[src/rtl/sdpram_pipe.sv]
// sdpram_pipe: simple dual-port RAM with one write port (A) and one read port (B)
// on a single clock. It has byte-lane write enables, a read pipeline depth of
// 0..3 with an output valid flag, a selectable same-address collision policy,
// and flags for out-of-range addresses.
// Storage is an inferred array. Its contents are never cleared by rst and
// power up as all-zero, which is the configuration default of inferred RAM.

module sdpram_pipe #(
  parameter int                DATA_W       = 32,
  parameter int                BYTE_W       = 8,
  parameter int                DEPTH        = 48,
  parameter int                ADDR_W       = $clog2(DEPTH),
  parameter int                READ_LATENCY = 1,
  parameter string             WRITE_MODE   = "read_first",
  parameter logic [DATA_W-1:0] RST_VAL      = '0
) (
  input  logic                       clk,
  input  logic                       rst,
  input  logic                       ena,
  input  logic [DATA_W/BYTE_W-1:0]   wea,
  input  logic [ADDR_W-1:0]          addra,
  input  logic [DATA_W-1:0]          dina,
  input  logic                       enb,
  input  logic [ADDR_W-1:0]          addrb,
  output logic [DATA_W-1:0]          doutb,
  output logic                       doutb_valid,
  output logic [1:0]                 addr_err
);

  localparam int NBYTE       = DATA_W / BYTE_W;
  localparam bit WRITE_FIRST = (WRITE_MODE == "write_first");

  // ---------------------------------------------------------------------------
  // Elaboration-time parameter checks
  // ---------------------------------------------------------------------------
  if (READ_LATENCY < 0 || READ_LATENCY > 3) begin : g_bad_latency
    $error("sdpram_pipe: READ_LATENCY must be in 0..3");
  end

  if ((DATA_W % BYTE_W) != 0) begin : g_bad_lanes
    $error("sdpram_pipe: DATA_W must be a multiple of BYTE_W");
  end

  if (WRITE_MODE != "read_first" && WRITE_MODE != "write_first") begin : g_bad_mode
    $error("sdpram_pipe: WRITE_MODE must be \"read_first\" or \"write_first\"");
  end

  if (DEPTH < 2 || (64'd1 << ADDR_W) < 64'(DEPTH)) begin : g_bad_depth
    $error("sdpram_pipe: DEPTH must be >= 2 and addressable by ADDR_W bits");
  end

  // ---------------------------------------------------------------------------
  // Helpers
  // ---------------------------------------------------------------------------

  // Overlay the enabled byte lanes of new_word onto old_word.
  function automatic logic [DATA_W-1:0] merge_lanes(
    input logic [DATA_W-1:0] old_word,
    input logic [DATA_W-1:0] new_word,
    input logic [NBYTE-1:0]  lane_en
  );
    logic [DATA_W-1:0] merged;
    merged = old_word;
    for (int i = 0; i < NBYTE; i++) begin
      if (lane_en[i]) begin
        merged[i*BYTE_W +: BYTE_W] = new_word[i*BYTE_W +: BYTE_W];
      end else begin
        merged[i*BYTE_W +: BYTE_W] = old_word[i*BYTE_W +: BYTE_W];
      end
    end
    return merged;
  endfunction

  // ---------------------------------------------------------------------------
  // Storage and decode
  // ---------------------------------------------------------------------------
  logic [DATA_W-1:0] mem_r [DEPTH];

  logic              wr_any_s;      // write attempted (any lane enabled)
  logic              wr_inrange_s;
  logic              wr_en_s;       // write actually lands in memory
  logic              rd_inrange_s;
  logic              rd_req_s;      // read request accepted this edge
  logic              collision_s;   // same in-range word written and read
  logic [DATA_W-1:0] rd_word_s;     // stored word (pre-write) or RST_VAL
  logic [DATA_W-1:0] fwd_word_s;    // stored word with this cycle's write merged
  logic [DATA_W-1:0] rd_data_s;     // read result under the collision policy
  logic [1:0]        err_r;

  // Address range decode, request qualification and collision forwarding.
  always_comb begin
    wr_any_s     = 1'b0;
    wr_inrange_s = 1'b0;
    wr_en_s      = 1'b0;
    rd_inrange_s = 1'b0;
    rd_req_s     = 1'b0;
    collision_s  = 1'b0;
    rd_word_s    = RST_VAL;
    fwd_word_s   = RST_VAL;
    rd_data_s    = RST_VAL;

    wr_any_s     = ena & (|wea);
    wr_inrange_s = (32'(addra) < 32'(DEPTH));
    wr_en_s      = wr_any_s & wr_inrange_s & ~rst;
    rd_inrange_s = (32'(addrb) < 32'(DEPTH));
    rd_req_s     = enb & ~rst;
    collision_s  = wr_any_s & wr_inrange_s & (addra == addrb);

    if (rd_inrange_s) begin
      rd_word_s = mem_r[addrb];
    end else begin
      rd_word_s = RST_VAL;
    end

    fwd_word_s = merge_lanes(rd_word_s, dina, wea);

    if (WRITE_FIRST && collision_s) begin
      rd_data_s = fwd_word_s;
    end else begin
      rd_data_s = rd_word_s;
    end
  end

  // Byte-lane memory write; only in-range, enabled lanes outside reset.
  always_ff @(posedge clk) begin
    for (int i = 0; i < NBYTE; i++) begin
      if (wr_en_s && wea[i]) begin
        mem_r[addra][i*BYTE_W +: BYTE_W] <= dina[i*BYTE_W +: BYTE_W];
      end
    end
  end

  // One-cycle address error pulses: bit0 for write, bit1 for read.
  always_ff @(posedge clk) begin
    if (rst) begin
      err_r <= 2'b00;
    end else begin
      err_r <= {enb & ~rd_inrange_s, wr_any_s & ~wr_inrange_s};
    end
  end

  assign addr_err = err_r;

  // ---------------------------------------------------------------------------
  // Read pipeline
  // ---------------------------------------------------------------------------
  if (READ_LATENCY == 0) begin : g_async
    // Combinational read: no output registers, reset only touches addr_err.
    assign doutb       = rd_data_s;
    assign doutb_valid = rd_req_s;
  end else begin : g_pipe
    logic [READ_LATENCY-1:0] vld_r;
    logic [DATA_W-1:0]       dat_r [READ_LATENCY];

    // Shift accepted requests toward the output. A stage's data loads only
    // when a valid word arrives, so the last stage holds its value between reads.
    always_ff @(posedge clk) begin
      if (rst) begin
        vld_r <= '0;
        for (int i = 0; i < READ_LATENCY; i++) begin
          dat_r[i] <= RST_VAL;
        end
      end else begin
        vld_r[0] <= rd_req_s;
        if (rd_req_s) begin
          dat_r[0] <= rd_data_s;
        end
        for (int i = 1; i < READ_LATENCY; i++) begin
          vld_r[i] <= vld_r[i-1];
          if (vld_r[i-1]) begin
            dat_r[i] <= dat_r[i-1];
          end
        end
      end
    end

    assign doutb       = dat_r[READ_LATENCY-1];
    assign doutb_valid = vld_r[READ_LATENCY-1];
  end

endmodule
[config.mk]
export PLATFORM = sky130hd
export DESIGN_NAME = sdpram_pipe
export DESIGN_NICKNAME = d
export VERILOG_FILES = /design/src/rtl/sdpram_pipe.sv
export SDC_FILE = /design/constraint.sdc
export NUM_CORES = 1
export LEC_CHECK = 0
export ABC_CLOCK_PERIOD_IN_PS = 2800
export BUFFER_PORTS_ARGS = -buffer_cell sky130_fd_sc_hd__clkbuf_2
export CAP_MARGIN = 20
export CORE_MARGIN = 2
export CORE_UTILIZATION = 50
export CTS_CLUSTER_SIZE = 10
export DETAILED_ROUTE_END_ITERATION = 8
export PLACE_DENSITY_LB_ADDON = 0.05
export SYNTH_ARGS = -nofsm -noshare
export SYNTH_HDL_FRONTEND = slang
export SYNTH_SLANG_ARGS = --single-unit
[constraint.sdc]
create_clock -name clk -period 2.8 [get_ports clk]
set_input_delay 0.28 -clock clk [delete_from_list [all_inputs] [get_ports clk]]
set_output_delay 0.28 -clock clk [all_outputs]
set_load 0.01 [all_outputs]
Word level (Yosys, flattened, before mapping). Memories as Yosys holds them, arrays and structs flattened. Cells that the tools add are included.

Output and inout bits: 35. Input bits: 52. Memories kept: 2. Word-level logic and storage cells: 37. Bits in writable memories: 1568. Register bits: 3.

Memory list: mem_r (words 48, bits a word 32, rd ports 1, clocked after memory_dff 0, wr ports 1, line 77) `logic [DATA_W-1:0] mem_r [DEPTH];`; g_pipe.dat_r (words 1, bits a word 32, rd ports 1, clocked after memory_dff 0, wr ports 1, line 153) `logic [DATA_W-1:0] dat_r [READ_LATENCY];`.

Reduce and logical (&&, ||, !) cells: 6. Muxes and demuxes: 16. Bitwise logic cells: 9. $lt $le $gt $ge: 2.

Operators with widths (number): $mux 32 (2); $reduce_or 32->1 (1); $mux 1 (14); $lt 6x6->1 const B (2); $and 1x1->1 (6); $logic_and 1x1->1 (4); $reduce_or 4->1 (1); $not 1->1 (3).

Longest topological paths before layout.
Depth in word-level cells: 7. Depth in mapped cells: 10. Mapped depth without buffers: 5.

Worst setup path before layout. Ideal clock, no wire load.

Path kind: input to register. From: input port addrb[0]. To: memory g_pipe.dat_r[0][21], data pin. Arrival: 1.847 ns. Library setup time: 0.264 ns. Stages: 8. Setup slack: 0.689 ns. Buffers on the path: 5. Data required time: 2.536 ns. Cells stage by stage: buf_6 -> buf_6 -> buf_6 -> buf_6 -> buf_4 -> mux4_2 -> a22oi_1 -> a21boi_1.

Longest elaborated chain between the ends: 3. Elaborated cells between the ends (all ways): 4. Classes of those cells: 1 x order compare; 2 x mux; 1 x memory.

Ends and longest elaborated chain: from (decl) (line 24) `input logic [ADDR_W-1:0] addrb,`; $mem_v2 48x32 or $lt 6x6->1 (tied branches); $mux 32 (*) (line 109) `if (rd_inrange_s) begin`; $mux 32 (no line) (*); to (decl) (line 153).

Mark *: on every way between the ends. The rest lies on a longest branch, timed or not.

Worst setup path after layout.
From: memory mem_r[7][28]. To: memory g_pipe.dat_r[0][28], data pin.

Longest elaborated chain between the ends: 3.

Ends and longest elaborated chain (line): from (decl) (77); $mem_v2 48x32; $mux 32 (109); $mux 32 (no line).

No other way between the ends.

==> summary.txt <==
Yosys
  – Mapped Cells: 2936
  – Synth Net Count: 2988
  – Synth Warn #: 0
  – Sequential area share after synthesis: 77.73%
  – #FFs+latches synth: 1571
  – Synth cell types: 32
  – Average cell area after synthesis: ~21 um2
  – Mapped cell area: 60650 um2

Routing
  – Routed vias/inst: 6.220
  – Initial drt markers: approximately 3300
  – DR WL/cell: 32.24 um
  – DRC: 0
  – First-pass DRT Iterations: 7
  – Final wirelength: 159700 um
  – Via count: approximately 31000
  – DRT antenna net count: 0

Placed design
  – Pre-CTS setup slack: -0.3486 ns
  – Placed Area: 64590 um2
  – Dpl cells: 4720
  – DP Wirelength: 101900 um
  – Port Buf Inserts: 86
  – GPL Wtd Cong: 0.8680

Floorplan
  – I/O pins: 87
  – Vert. Die Dim: 352.3 um
  – Die width: 352.3 um
  – Initial Util: approximately half
  – Core footprint: 120100 um2
  – Die area: 124100 um2
  – Row cnt: 127

Power and ir drop
  – Switching power: 10120 uW
  – Pwr Density: 697.1 nW/um2
  – Clk pwr share: 41.5%
  – Combinational Power Share: 5.0%
  – Internal power: ~38000 uW
  – P_leak: 0.02276 uW
  – Sw Ratio: 20.82%
  – Worst IR Drop VDD: 582.9 uV
  – Flop pwr share: 53.5%

Worst setup path
  – Startpoint types: register
  – Worst-path fanout max: 1
  – R2R depth: 7
  – WP depth: 7
  – Crit-path cells: mux4_2 > a22o_1 > a2111oi_0 > buf_4 > a2111oi_0 > buf_4 > a21boi_1
  – Arrival @ worst endpoint: 3.24 ns
  – CP Capture Type: register
  – Critical Path Slowest Stage Cell: a2111oi_0
  – Crit path buf inv count: 2
  – Crit Path Class: reg2reg
  – CP top delay family: compound AO/OA/AOI/OAI gates
  – Largest stage delay, worst path: approximately 0.73 ns
  – Critical Path RT: ~3.3 ns

Clock network
  – CTS root buf: clkbuf_16
  – Deepest clock path buffer count: 3
  – Clk Latency, worst-skew pair: roughly 0.81 ns
  – CTS tree: built
  – Reg clk slew, reported paths: 0.06 ns
  – Post-CTS sizing: 0
  – Clk sinks: 1571
  – H-tree lvl count: 4
  – CTS Hold Buffers Added: 7
  – Post-CTS Setup Bufs: 0
  – CTS buffer count: 177

Cells and area
  – Finished Layout Cells: 4952
  – Final Instance Area: between 60000 and 70000 um2
  – Commonest non-fill, non-tap cells in the layout: edfxtp_1 (1568), mux2i_1 (288), mux4_2 (256)
  – Share of post-route cells with drive strength above 1: 24.84%
  – Nets@finish: 3359
  – Commonest non-fill, non-tap cell in the layout: edfxtp_1
  – Area growth, synth to finish: 14.97%

Global routing
  – GRT overflow: 0
  – First-pass GRT wire length: 226100 um
  – Pin count of the biggest net entering global routing: 57
  – Initial antenna violation count: 9
  – Global Route Usage Sum: 25.64%
  – Vias in the first global route: 30941

Timing
  – Clock skew: 0.02119 ns
  – Hold Vio Cnt, Final: 0
  – Fin crit share: 96.66%
  – Top achievable clock speed: approximately 370 MHz
  – Final worst slack: 0.09354 ns
  – RSZ-0062 raised after global routing: no
  – Fin. max-slew vios: 0
  – Worst-Margin Slew: 1.205 ns
  – Setup Viol. Count Final: 0
  – Tmin final: 2.706 ns
  – Slew headroom: 19.34%

Outcome
  – Status: complete, no violations

Worst hold path
  – Hold Path Stages: 1
  – Hold WC Path Type: in2reg

Flow run
  – Max_cap viols: 0
cell type report:
type                            count  area, um2
Tap cell                         1612       2017
Antenna cell                        2      5.005
Multi-Input combinational cell   1184      12490
Clock buffer                      197       4611
Sequential cell                  1571      47150
Timing Repair Buffer              373       3279
Clock inverter                     13      185.2
Fill cell                        8839      50400
synthesized netlist by cell type:
library cell,count,area [um2]
buf_2,33,165.2
a21boi_1,32,240.2
buf_4,20,150.1
a21oi_1,33,165.2
buf_8,8,120.1
or2_2,2,12.51
a211oi_1,32,240.2
a2111oi_0,64,560.5
nand3_1,1,5.000
mux4_2,256,5766
edfxtp_1,1568,47090
clkbuf_1,79,296.5
nor2b_1,6,37.54
and3_1,2,12.51
buf_6,24,270.3
nand2b_1,3,18.77
buf_1,17,63.81
and3b_1,4,35.03
a22oi_1,96,720.7
mux2i_1,288,2883
nor3b_1,6,45.04
dfxtp_1,3,60.06
a22o_1,32,280.3
nor3_1,2,10.01
and2_1,3,18.77
or3_1,1,6.260
or4_1,1,7.510
o22ai_1,64,400.4
nand2_1,56,210.2
nand3b_1,3,22.52
or3b_2,1,8.760
nor2_1,196,735.7
state kept, by name, summed over array words and instances (netlist names):
signal	flops
g_pipe.dat_r	32
doutb_valid	1
addr_err	2
mem_r	1536
kinds of logic after synthesis:
group,synth area share (%)
flops,77.73
mux,14.26
compound gates,4.299
simple gates,1.956
buf+inv,1.758
metal layers:
metal	global-route usage (%)	routed length [um]	up-vias
met2	39.13	74470	1205
met1	37.81	69000	16442
met3	5.190	12060	259
met5	0	57	-
met4	7.470	4070	8
li1	-	-	12887
path summary, 6_finish.rpt:
check	from	slack, ns	to
setup / recovery	mem_r[7][28]$_DFFE_PP_	0.09	g_pipe.dat_r[0][28]$_SDFFCE_PP0P_
hold / removal	dina[24]	0.02	mem_r[38][24]$_DFFE_PP_
setup reg to reg	mem_r[7][28]$_DFFE_PP_	0.09	g_pipe.dat_r[0][28]$_SDFFCE_PP0P_
hold reg to reg	mem_r[27][17]$_DFFE_PP_	0.83	g_pipe.dat_r[0][17]$_SDFFCE_PP0P_
metrics by stage:
stage / util, % / hold slack (ns) / total power (uW) / setup TNS (ns)
3_5_place_dp: 53.77 / 0.4962 / 28910 / -21.98
4_1_cts: 57.82 / 0.03691 / 48910 / 0
5_1_grt: 58.04 / 0.01665 / 49880 / 0
3_3_place_gp: 53.75 / 0.4912 / 28860 / -10.75
6_report: 58.05 / 0.02118 / 48610 / 0
2_1_floorplan: - / 0.3708 / 27650 / 0
power by group through the flow:
stage          registers [uW]  clock network [uW]  logic, uW
4_1_cts                 26000               20500       2410
3_5_place_dp            26500                   0       2400
5_1_grt                 26000               21300       2570
2_1_floorplan           26500                   0       1170
3_3_place_gp            26500                   0       2350
6_report                26000               20200       2430
(Power assumes the default switching activity.)
